--- config.mk ---
export PLATFORM = sky130hd
export DESIGN_NAME = stream_rx_packer
export DESIGN_NICKNAME = d
export VERILOG_FILES = /design/src/rtl/stream_rx_packer.sv
export SDC_FILE = /design/constraint.sdc
export NUM_CORES = 1
export LEC_CHECK = 0
export BUFFER_PORTS_ARGS = -buffer_cell sky130_fd_sc_hd__buf_4
export CORE_AREA = 2 2 128 130
export DETAILED_ROUTE_END_ITERATION = 10
export DIE_AREA = 0 0 130 132
export SETUP_SLACK_MARGIN = 0.2
export SYNTH_ARGS = -nofsm -noshare
export SYNTH_HDL_FRONTEND = slang
export SYNTH_SLANG_ARGS = --single-unit
--- constraint.sdc ---
create_clock -name clk -period 3.05 [get_ports clk]
set_clock_uncertainty 0.15 [all_clocks]
set_input_delay 0.305 -clock clk [delete_from_list [all_inputs] [get_ports clk]]
set_output_delay 0.305 -clock clk [all_outputs]
set_load 0.005 [all_outputs]
--- src/rtl/stream_rx_packer.sv ---
// stream_rx_packer: packs BEATS consecutive DATA_W-bit upstream beats into one
// DATA_W*BEATS-bit word with a per-slot keep mask. A beat with last_in closes a
// short word early; its unfilled slots read as zero.
//
// Optional feature: define RX_CHECKSUM_EN to make sum_out the modulo-2^DATA_W
// sum of the beats in the current word. Without it sum_out is tied to 0 and no
// adder exists.
//
// Ports:
//   clk, rstn            clock, asynchronous active-low reset
//   valid_in, data_in,   upstream beat, its data, and end-of-packet flag
//   last_in
//   ready_out            beat accepted this cycle (combinational)
//   flush                discard the partially packed word, block input
//   valid_out, ready_in  packed word presented / accepted downstream
//   data_out, keep_out   packed word (slot 0 in LSBs) and filled-slot mask
//   sum_out              checksum of the beats in the word
module stream_rx_packer #(
    parameter int unsigned DATA_W = 32,
    parameter int unsigned BEATS  = 4
) (
    input  logic                     clk,
    input  logic                     rstn,
    input  logic                     valid_in,
    input  logic [DATA_W-1:0]        data_in,
    input  logic                     last_in,
    output logic                     ready_out,
    input  logic                     flush,
    output logic                     valid_out,
    input  logic                     ready_in,
    output logic [DATA_W*BEATS-1:0]  data_out,
    output logic [BEATS-1:0]         keep_out,
    output logic [DATA_W-1:0]        sum_out
);

    localparam int unsigned WORD_W = DATA_W * BEATS;
    localparam int unsigned CNT_W  = (BEATS > 1) ? $clog2(BEATS) : 1;
    localparam logic [CNT_W-1:0] CNT_LAST = CNT_W'(BEATS - 1);

    typedef enum logic {
        FILL = 1'b0,
        HOLD = 1'b1
    } state_t;

    state_t             state;
    logic [CNT_W-1:0]   cnt;
    logic [WORD_W-1:0]  data_q;
    logic [BEATS-1:0]   keep_q;
`ifdef RX_CHECKSUM_EN
    logic [DATA_W-1:0]  sum_q;
`endif

    // Accept when not flushing and either filling or the held word leaves now.
    assign ready_out = !flush && (!valid_out || ready_in);

    // Packing FSM: FILL accumulates beats, HOLD presents the finished word.
    always_ff @(posedge clk or negedge rstn) begin
        if (!rstn) begin
            state  <= FILL;
            cnt    <= '0;
            data_q <= '0;
            keep_q <= '0;
`ifdef RX_CHECKSUM_EN
            sum_q  <= '0;
`endif
        end else begin
            case (state)
                FILL: begin
                    if (flush) begin
                        cnt    <= '0;
                        data_q <= '0;
                        keep_q <= '0;
`ifdef RX_CHECKSUM_EN
                        sum_q  <= '0;
`endif
                    end else if (valid_in) begin
                        data_q[32'(cnt)*DATA_W +: DATA_W] <= data_in;
                        keep_q[cnt] <= 1'b1;
`ifdef RX_CHECKSUM_EN
                        sum_q <= sum_q + data_in;
`endif
                        if (last_in || cnt == CNT_LAST) begin
                            state <= HOLD;
                            cnt   <= '0;
                        end else begin
                            cnt <= cnt + CNT_W'(1);
                        end
                    end
                end
                HOLD: begin
                    // Flush cannot touch a held word; it only blocks input.
                    if (ready_in) begin
                        if (valid_in && !flush) begin
                            // Back-to-back: new beat starts the next word in slot 0.
                            data_q <= WORD_W'(data_in);
                            keep_q <= BEATS'(1);
`ifdef RX_CHECKSUM_EN
                            sum_q  <= data_in;
`endif
                            if (last_in) begin
                                state <= HOLD;
                                cnt   <= '0;
                            end else begin
                                state <= FILL;
                                cnt   <= CNT_W'(1);
                            end
                        end else begin
                            state  <= FILL;
                            cnt    <= '0;
                            data_q <= '0;
                            keep_q <= '0;
`ifdef RX_CHECKSUM_EN
                            sum_q  <= '0;
`endif
                        end
                    end
                end
                default: state <= FILL;
            endcase
        end
    end

    assign valid_out = (state == HOLD);
    assign data_out  = data_q;
    assign keep_out  = keep_q;
`ifdef RX_CHECKSUM_EN
    assign sum_out   = sum_q;
`else
    assign sum_out   = '0;
`endif

endmodule
Word-level counts from Yosys, hierarchy flattened
Cells that the tools add are included.

$add $sub $neg: 2. Magnitude comparators: 2. Bitwise logic cells: 2. Shift-type cells: 2. Reduce and logical (&&, ||, !) cells: 8. Mux-type cells: 27. Equal/unequal tests: 3.

Operators with widths (count): two-way mux 128 bit (3); case mux 128 bit (2 select lines) (1); bitwise mux 128 bit (1); variable shift 32 x 34 -> 128 bit, first input constant (1); variable part select 32 x 34 -> 128 bit (1); negation 7 -> 34 bit (1); two-way mux 32 bit (1); two-way mux 4 bit (3); two-way mux 2 bit (5); two-way mux 1 bit (9); case mux 4 bit (2 select lines) (1); bitwise OR 4 bit (1); case mux 2 bit (2 select lines) (1); logical AND 1 bit (3); less-than comparator 2 x 3 -> 1 bit, second input constant (1); != test 3 bit, second input constant (1); adder 2 x 1 -> 2 bit, second input constant (1); demux 1 bit (select 2 bit) (1); == test 2 bit, second input constant (1); >= comparator 2 x 1 -> 1 bit, second input constant (1); logical NOT 1 bit (2); logical OR 1 bit (2); != test 2 bit, second input constant (1); case mux 1 bit (2 select lines) (1); other kinds (2) (2).

Bits of input ports: 38. Output and inout bits: 166. Word-level logic and storage cells: 50. Register bits after elaboration: 135.

Depth between registers and ports, before layout
Gate-level depths: netlist of the first run.

Word-level depth: 8. Depth in mapped cells: 7. Mapped depth without buffers: 5.

Worst setup path after synthesis of the first run
OpenSTA, ideal clock, no wires.

Path kind: register -> register. Start point: reg cnt[0]. End point: reg data_q[38] (netlist: data_out[38]). Cell stages (with the launch flop): 8. Clock period less this slack: 2.140 ns. Path buffers: 2. Slack: 0.910 ns. Library setup time: 0.083 ns. Arrival: 1.907 ns. Required time: 2.817 ns. Cell sequence: dfrtp_1 -> inv_1 -> ha_1 -> nor4b_4 -> buf_2 -> buf_2 -> nand3_1 -> o21ai_0.

Word-level cells in the longest chain between the ends: 6. Elaborated cells on any way between the ends: 7. Classes of those cells: add/sub (1); shift (2); mux (4).

Ends and longest elaborated chain: start: declaration (line 46) `logic [CNT_W-1:0] cnt;`; start signal: assignment (line 86) `cnt <= cnt + CNT_W'(1);`; negation 7 -> 34 bit * (line 77) `data_q[32'(cnt)*DATA_W +: DATA_W] <= data_in;`; variable part select 32 x 34 -> 128 bit or variable shift 32 x 34 -> 128 bit (tied branches) (line 77); bitwise mux 128 bit * (line 77); two-way mux 128 bit * (line 76) `end else if (valid_in) begin`; two-way mux 128 bit * (line 69) `if (flush) begin`; case mux 128 bit (2 select lines) * (line 67) `case (state)`; end signal: indexed assignment (line 77); end signal: assignment (line 95) `data_q <= WORD_W'(data_in);`; end: declaration (line 47) `logic [WORD_W-1:0] data_q;`.

Mark *: on every way between the ends. The rest lies on a longest branch, timed or not. The select of a mux whose other input is x is not followed. A chain may end at the register's enable or synchronous reset.

Final worst setup path of the first run
Start point: reg cnt[0]. End point: reg data_q[79] (netlist: data_out[79]).

Same word-level chain as after synthesis.

==> results of run 1 <==
==> cell type report <==
cell class,count,area [µm²]
Fill cell,1369,7166
Sequential cell,135,3378
Multi-Input combinational cell,339,2517
Clock buffer,20,466.7
Tap cell,216,270.3
Inverter,5,18.77
Timing Repair Buffer,213,1698
Clock inverter,12,197.7
==> layer usage <==
metal  up-vias  wire, µm  share of wire (%)  track usage [%]
met5         -         0                  0                0
met4         0       480                2.6            8.961
met3        31      1269                6.9            5.601
met2       214      8865                 48            34.41
met1      2477      7771                 42            28.29
li1       2239         -                  -                -
==> worst max-delay path by stage <==
stage	from	endpoint	slack, ns	depth (start not counted)
after detailed placement	cnt[0]	data_out[96]	0.52	4
after global placement	cnt[0]	data_out[81]	0.63	5
after floorplan	cnt[0]	data_out[38]	0.91	7
after global routing	cnt[0]	data_out[88]	0.31	5
final	cnt[0]	data_out[79]	0.49	5
after CTS	cnt[0]	data_out[79]	0.50	5
==> power by group through the flow <==
stage	registers [µW]	clock network, µW	logic (µW)
after floorplan	1890	0	249
after global placement	1900	0	467
after detailed placement	1900	0	475
after CTS	1870	2340	507
after global routing	1870	2420	547
final	1870	2300	504
==> worst register-to-register path: stages, from the launching register on <==
cell and delay [ns]:
dfrtp_1 0.53, inv_1 0.23, ha_1 0.19, nor2b_2 0.97, and3_1 0.30, mux2_2 0.15
==> logic make-up after synthesis <==
| logic type | synth area share, % |
|---|---|
| flip-flops | 54.30 |
| other | 0.06028 |
| buffers and inverters | 8.025 |
| AO/OA/AOI/OAI | 19.29 |
| adder cells (fa/ha/maj) | 1.609 |
| AND/OR/NAND/NOR | 10.76 |
| multiplexers | 5.953 |
==> flip-flops by register name, summed over array words and instances (netlist names) <==
| signal | count |
|---|---|
| data_out | 128 |
| keep_out | 4 |
| cnt | 2 |
| valid_out | 1 |
==> through the flow <==
step | instances | hold slack [ns] | area, µm² | total power, µW
2_1_floorplan | 561 | -0.1406 | 6337 | 2143
3_3_place_gp | 880 | 0.3246 | 7602 | 2364
3_5_place_dp | 880 | 0.3294 | 7602 | 2372
4_1_cts | 940 | 0.0001802 | 8547 | 4714
5_1_grt | 940 | 0.005849 | 8547 | 4836
6_report | 940 | 0.01573 | 8547 | 4669
==> cell usage after synthesis <==
master	instances
a211o_1	1
a211oi_1	3
a21o_1	1
a21oi_1	6
a22o_1	32
and2_1	2
and3_1	32
buf_1	3
buf_2	12
buf_4	32
buf_6	5
clkbuf_1	30
conb_1	1
dfrtp_1	135
ha_1	8
inv_1	5
mux2_1	7
mux2_2	25
mux2i_1	1
nand2_1	6
nand2b_1	3
nand3_1	64
nand4b_1	1
nor2_1	2
nor2b_1	2
nor4b_1	1
nor4b_4	1
nor4bb_1	1
o21ai_0	51
o21ai_1	18
o22a_1	1
o22ai_1	2
o2bb2ai_1	2
o2bb2ai_2	30
o41ai_2	1
or2_1	1
or2_2	1
or4_4	1
==> flow_summary.yaml, run 1 <==
sta:
  setup_viol: 0
  slew_headroom_pct: 18.43
  drv_slew: 0
  max_clock_freq_ghz: 0.3902
  hold_viol_final: 0
  rsz0062_at_grt: "false"
  period_needed_ns: 2.563
  finalSetupTns_ns: 0
  tightestPinTransition_ns: 1.218
  fin_ws_ns: 0.4875
  finalCritPeriodShare_pct: 84.02
hold_path:
  hold_path.class: "primary input to flip-flop"
  whs_path_depth: 2
  hp-start: "data_in[21]"
  hold_path_end: "data_out[21]"
detailed_routing:
  wirelength_um: 18390
  dr.pass1.iters: 4
  drc_errors: 0
  vias: 4961
  routedWlPerCell_um: 19.56
  drtIter0Drc: 259
  antenna_left: 0
  vias_per_cell: 5.278
synth:
  synth-seq-area-share_pct: 54.30
  ys_seq_elements: 135
  syn_inst: 530
  synth_warnings: 0
  ys_types: 38
  avgSynthCellArea_um2: 11.74
  netlist_area_um2: 6221
  synth_top_cell_by_area: "dfrtp_1"
  yosysTopAreaCellShare_pct: 54.30
  synth_area_leaders: "dfrtp_1 (54%), o2bb2ai_2 (7.2%), nand3_1 (5.1%)"
critical_path:
  regToRegStartpoint: "cnt[0]"
  path_cells: "inv_1 -> ha_1 -> nor2b_2 -> and3_1 -> mux2_2"
  cpMaxStageDelayCell: "nor2b_2"
  crit_fanout: 32
  required_ns: 3.26
  r2r_cells: 5
  end_kind: "flip-flop"
  cp_top_family: "simple AND/OR/NAND/NOR gates"
  critPathKind: "flip-flop to flip-flop"
  r2r_slack_ns: 0.49
  worstPathArrival_ns: 2.77
  critPathBufInv: 1
  startpoint_type: "flip-flop"
  timing.rr.end: "data_out[79]"
  critPathMaxStageDelay_ns: 0.97
finish:
  antennaDiodeCount: 0
  fin_util_pct: 54.40
  areaGrowthSynthToFinish_pct: 37.39
  final_cell_mix: "buf_4 (182), dfrtp_1 (135), nand3_1 (64)"
  final_common_cell: "buf_4"
  drive_gt1_share_pct: 39.09
  num-nets-final: 757
floorplan:
  ios: 204
  fp-row-count: 46
  start_util_pct: 39.59
  fp.coreArea_um2: 15710
  die_h_um: 132
  die_w_um: 130
  die_area_um2: 17160
clocking:
  cts-root-buf: "clkbuf_16"
  ctsResizeCount: 0
  numCtsBuffers: 17
  cts_tree: "done"
  htreeDepth: 4
  cts_hold_buffers: 28
  insertion_delay_ns: 0.41
  clk_path_buf_depth: 2
  postCtsSetupBuffers: 0
  clk_pin_slew_ns: 0.06
  cts.sinks: 135
power_and_ir_drop:
  cellLeakagePower_uw: 0.004298
  switching_power_uw: 1118
  sw_frac_of_total_pct: 23.95
  pwr-share-comb_pct: 10.8
  ir_drop_mv: 0.3535
  seqPwrFrac_pct: 40.0
  p_int_uw: 3551
  power.share.clock_pct: 49.2
  power_density_nw_per_um2: 546.3
global_route:
  grt.total_usage_pct: 21.73
  grt_pass1_wl_um: 28640
  grt_pass1_vias: 4965
  antenna_found_initial: 0
  overflow: 0
  grt_max_degree: 111
place:
  gp_congestion: 0.7861
  port_buffers: 171
  hpwlAfterDp_um: 11650
  dp_slack_ns: 0.5174
run:
  cap_viol_max_count: 0
outcome:
  status: "complete, no violations"
Note: power is estimated with default switching activity, not from simulation.
==> inputs of run 2 (changes only) <==
clock period = 2.6 ns   (was 3.05 ns; I/O delays follow)
==> run 2 against run 1 <==
Wire length up 5.0%. Final area increased by 1.1%. Via count is 2.3% higher. Sequential cell count is the same. Maximum frequency up 12%. First-iteration DRC count rose by 17%. Critical endpoint is now data_out[41]. Highest routed layer unchanged.
==> flow_summary.yaml, run 2 (synthesis results as in run 1) <==
finish:
  final_common_cell: "buf_4"
  final_cell_mix: "buf_4 (187), dfrtp_1 (135), nand3_1 (64)"
  antennaDiodeCount: 0
  drive_gt1_share_pct: 39.48
  areaGrowthSynthToFinish_pct: 38.86
  fin_util_pct: 54.98
  finalInstanceArea_um2: 8638
  largest_reg_flops: 128
  num-nets-final: 770
power_and_ir_drop:
  sw_frac_of_total_pct: 25.17
  power_density_nw_per_um2: 616.7
  power.share.clock_pct: 47.1
  switching_power_uw: 1341
  pwr-share-comb_pct: 11.9
  seqPwrFrac_pct: 41.0
  p_int_uw: 3987
  ir_drop_mv: 0.4708
  cellLeakagePower_uw: 0.004339
floorplan:
  die_h_um: 132
  fp-row-count: 46
  fp.coreArea_um2: 15710
  ios: 204
  start_util_pct: 39.59
  die_w_um: 130
  die_area_um2: 17160
clocking:
  cts-root-buf: "clkbuf_16"
  cts.sinks: 135
  cts_tree: "done"
  numCtsBuffers: 17
  htreeDepth: 4
  clk_pin_slew_ns: 0.06
  insertion_delay_ns: 0.42
  clk_path_buf_depth: 2
global_route:
  antenna_found_initial: 0
  grt_pass1_vias: 5174
  overflow: 0
  grt_max_degree: 61
  grt_pass1_wl_um: 29650
  grt.total_usage_pct: 22.64
place:
  hpwlAfterDp_um: 12110
  gp_congestion: 0.7682
  post_dp_cell_area_um2: 7660
  port_buffers: 171
detailed_routing:
  dr.pass1.iters: 5
  wirelength_um: 19310
  drtIter0Drc: 303
  vias_per_cell: 5.324
  antenna_left: 0
  vias: 5074
  drc_errors: 0
  routedWlPerCell_um: 20.26
sta:
  rsz0062_at_grt: "false"
  finalSetupTns_ns: 0
  tightestPinTransition_ns: 0.7181
  drv_slew: 0
  finalCritPeriodShare_pct: 87.79
  hold_viol_final: 0
  max_clock_freq_ghz: 0.4381
  period_needed_ns: 2.283
  setup_viol: 0
  slew_headroom_pct: 52.03
critical_path:
  worstPathArrival_ns: 2.39
  crit_fanout: 32
  critPathKind: "flip-flop to flip-flop"
  startpoint_type: "flip-flop"
  r2r_slack_ns: 0.32
  end_kind: "flip-flop"
  required_ns: 2.71
outcome:
  status: "complete, no violations"
hold_path:
  hold_path.class: "primary input to flip-flop"
run:
  cap_viol_max_count: 0
==> run 2: per-layer routing <==
metal	track usage, %	vias up	share of wire [%]
met5	0	-	0
met4	9.379	0	2.8
met3	6.331	37	6.8
met2	35.31	202	47
met1	29.63	2576	43
li1	-	2259	-
==> run 2: cell type report <==
| type | count | area [µm²] |
|---|---|---|
| clock inverters | 12 | 150.1 |
| fillers | 1371 | 7074 |
| well taps | 216 | 270.3 |
| inverters | 5 | 18.77 |
| clock buffers | 20 | 466.7 |
| multi-input cells | 340 | 2539 |
| flip-flops and latches | 135 | 3378 |
| repair buffers | 225 | 1815 |
==> run 2: final timing paths <==
kind / endpoint / start / cells past startpoint
max in group asynchronous: keep_out[0] / rstn / 3
worst min-delay path: cnt[0] / ready_in / 3
min in group asynchronous: data_out[24] / rstn / 2
worst min register to register: data_out[84] / data_out[84] / 1
worst max-delay path: data_out[41] / valid_out / 4
worst max register to register: data_out[41] / valid_out / 4
==> run 2: power groups by stage <==
stage          combinational [µW]  clock (µW)  sequential, µW
5_1_grt                       686        2650            2190
6_report                      634        2510            2180
4_1_cts                       625        2550            2180
3_3_place_gp                  570           0            2220
2_1_floorplan                 292           0            2220
3_5_place_dp                  581           0            2220
==> run 2: metrics by stage <==
step           total power, µW  worst slack, ns  hold WS [ns]  std cells
6_report                  5328           0.3174       0.09557        953
5_1_grt                   5520           0.2148       0.09116        953
4_1_cts                   5355           0.1973       0.06267        952
3_5_place_dp              2801           0.2885        0.1293        886
3_3_place_gp              2789           0.3300        0.1168        886
2_1_floorplan             2514           0.4602       -0.1856        561
==> run 2: worst max-delay path, stage by stage, from the launching register on <==
cell	delay, ns
dfrtp_1	0.50
nor2b_4	0.42
buf_4	0.24
or2_2	0.57
o21ai_0	0.23
==> run 2: what timing repair did <==
action                                  4_1_cts  5_1_grt
endpoints found under the setup margin        1       59
setup buffers                                 0        0
resized for setup                             1        2
hold buffers                                 34        0
cloned                                        0        1
endpoints found under the hold margin       152        0
pin swaps                                     0        2
==> inputs of run 3 (changes only) <==
clock period = 2.4 ns   (was 2.6 ns; I/O delays follow)
==> run 3 against run 2 <==
Sequential share of layout area decreased by 0.46 points. Combinational power up 12%. Sequential power is 9% higher. Non-clock buffer count grew 5. Power rose by 8.3%. First-iteration DRC count increased by 12%. Via count did not move. Wire length is 0.18% lower. Cell count rose by 0.42%. Worst setup slack lost 0.045 ns. Largest cell class unchanged. Clock power is 7% higher. Utilization rose by 0.68 points.
==> flow_summary.yaml, run 3 (synthesis results as in run 1) <==
hold_path:
  hp-start: "last_in"
  whs_path_depth: 3
  hold_path.class: "primary input to flip-flop"
  hold_path_end: "valid_out"
critical_path:
  regToRegStartpoint: "cnt[1]"
  required_ns: 2.55
  cpMaxStageDelayCell: "dfrtp_2"
  startpoint_type: "flip-flop"
  critPathMaxStageDelay_ns: 0.45
  path_cells: "inv_2 -> ha_2 -> nor4b_4 -> buf_4 -> buf_12 -> and3_1 -> mux2_1"
  r2r_slack_ns: 0.27
  timing.rr.end: "data_out[84]"
  crit_fanout: 30
  worstPathArrival_ns: 2.28
  end_kind: "flip-flop"
  r2r_cells: 7
  critPathKind: "flip-flop to flip-flop"
clocking:
  cts.sinks: 135
  htreeDepth: 4
  clk_pin_slew_ns: 0.06
  insertion_delay_ns: 0.41
  cts-root-buf: "clkbuf_16"
  clk_path_buf_depth: 2
  cts_tree: "done"
  numCtsBuffers: 17
finish:
  drive_gt1_share_pct: 40.08
  regArea_um2: 3379
  final_common_cell: "buf_4"
  final_cells: 957
  areaGrowthSynthToFinish_pct: 40.57
  largest_reg_flops: 128
  nFillCells: 1340
  final_cell_mix: "buf_4 (187), dfrtp_1 (134), nand3_1 (64)"
  num-nets-final: 776
  multi_input_area_um2: 2555
  antennaDiodeCount: 0
power_and_ir_drop:
  ir_drop_mv: 0.4900
  cellLeakagePower_uw: 0.004391
  p_int_uw: 4376
  power_density_nw_per_um2: 659.7
  power.share.clock_pct: 46.7
  switching_power_uw: 1392
  seqPwrFrac_pct: 41.0
  pwr-share-comb_pct: 12.3
  sw_frac_of_total_pct: 24.14
sta:
  rsz0062_at_grt: "false"
  finalCritPeriodShare_pct: 88.65
  drv_slew: 0
  slew_headroom_pct: 55.41
  finalSetupTns_ns: 0
  tightestPinTransition_ns: 0.6675
  period_needed_ns: 2.128
  max_clock_freq_ghz: 0.4700
  setup_viol: 0
  hold_viol_final: 0
global_route:
  antenna_found_initial: 0
  grt_pass1_vias: 5288
  grt_pass1_wl_um: 29560
  grt.total_usage_pct: 22.36
  overflow: 0
  grt_max_degree: 57
place:
  hpwlAfterDp_um: 11990
  dp_cells: 885
  gp_congestion: 0.7741
  port_buffers: 171
detailed_routing:
  vias_per_cell: 5.302
  drc_errors: 0
  vias: 5074
  routedWlPerCell_um: 20.14
  dr.pass1.iters: 5
  wirelength_um: 19270
  drtIter0Drc: 340
  antenna_left: 0
floorplan:
  die_w_um: 130
  fp.coreArea_um2: 15710
  die_area_um2: 17160
  die_h_um: 132
  ios: 204
  fp-row-count: 46
  start_util_pct: 39.59
run:
  cap_viol_max_count: 0
outcome:
  status: "complete, no violations"
-- run 3: what timing repair did --
action,in CTS,in global routing
hold buffers,33,0
resized for setup,6,10
cloned,1,1
hold endpoints to repair,150,0
pin swaps,2,2
setup buffers,0,7
setup endpoints to repair,84,117
-- run 3: final cells by class --
class | instances | area share, %
tap | 216 | 3.091
clock buffer | 20 | 5.108
sequential | 135 | 38.65
inverter | 5 | 0.2146
clock inverter | 10 | 1.760
multi-input combinational | 341 | 29.22
timing repair buffer | 230 | 21.96
-- run 3: per-layer routing --
layer	vias to the layer above	wire length, µm	part of all wire [%]	global-route usage, %
li1	2284	-	-	-
met1	2546	8442	44	30.26
met2	217	9287	48	35.19
met3	27	1191	6.2	4.992
met4	0	350	1.8	8.244
met5	-	0	0	0
-- run 3: power by group through the flow --
stage	clock network (µW)	registers [µW]	logic, µW
after detailed placement	0	2400	619
after CTS	2730	2370	678
after global placement	0	2400	610
after global routing	2820	2370	770
final	2690	2370	709
after floorplan	0	2410	317
-- run 3: worst max-delay path, delay by kind of cell (launching register included) --
family	cells	cell delay, ns
simple gates	2	0.34
flops	1	0.45
mux	1	0.29
fa+ha+maj	1	0.34
buf+inv	3	0.43
-- run 3: through the flow --
step | hold WS, ns | power [µW] | setup slack [ns] | cell area [µm²] | utilization [%]
6_report | 0.03126 | 5768 | 0.2724 | 8745 | 55.65
5_1_grt | 0.04270 | 5959 | 0.1989 | 8745 | 55.65
4_1_cts | 0.03361 | 5776 | 0.1088 | 8602 | 54.75
3_5_place_dp | 0.07543 | 3024 | 0.09569 | 7640 | 48.62
3_3_place_gp | 0.07385 | 3014 | 0.1496 | 7640 | 48.62
2_1_floorplan | -0.2056 | 2723 | 0.2602 | 6337 | -
-- run 3: how the worst max path moves through the flow --
stage / startpoint / to / slack (ns) / cells past startpoint
2_1_floorplan: cnt[0] / data_out[38] / 0.26 / 7
3_3_place_gp: cnt[1] / data_out[96] / 0.15 / 4
3_5_place_dp: cnt[1] / data_out[116] / 0.1 / 4
4_1_cts: valid_out / ready_out / 0.11 / 4
5_1_grt: cnt[1] / data_out[84] / 0.20 / 7
6_report: cnt[1] / data_out[84] / 0.27 / 7
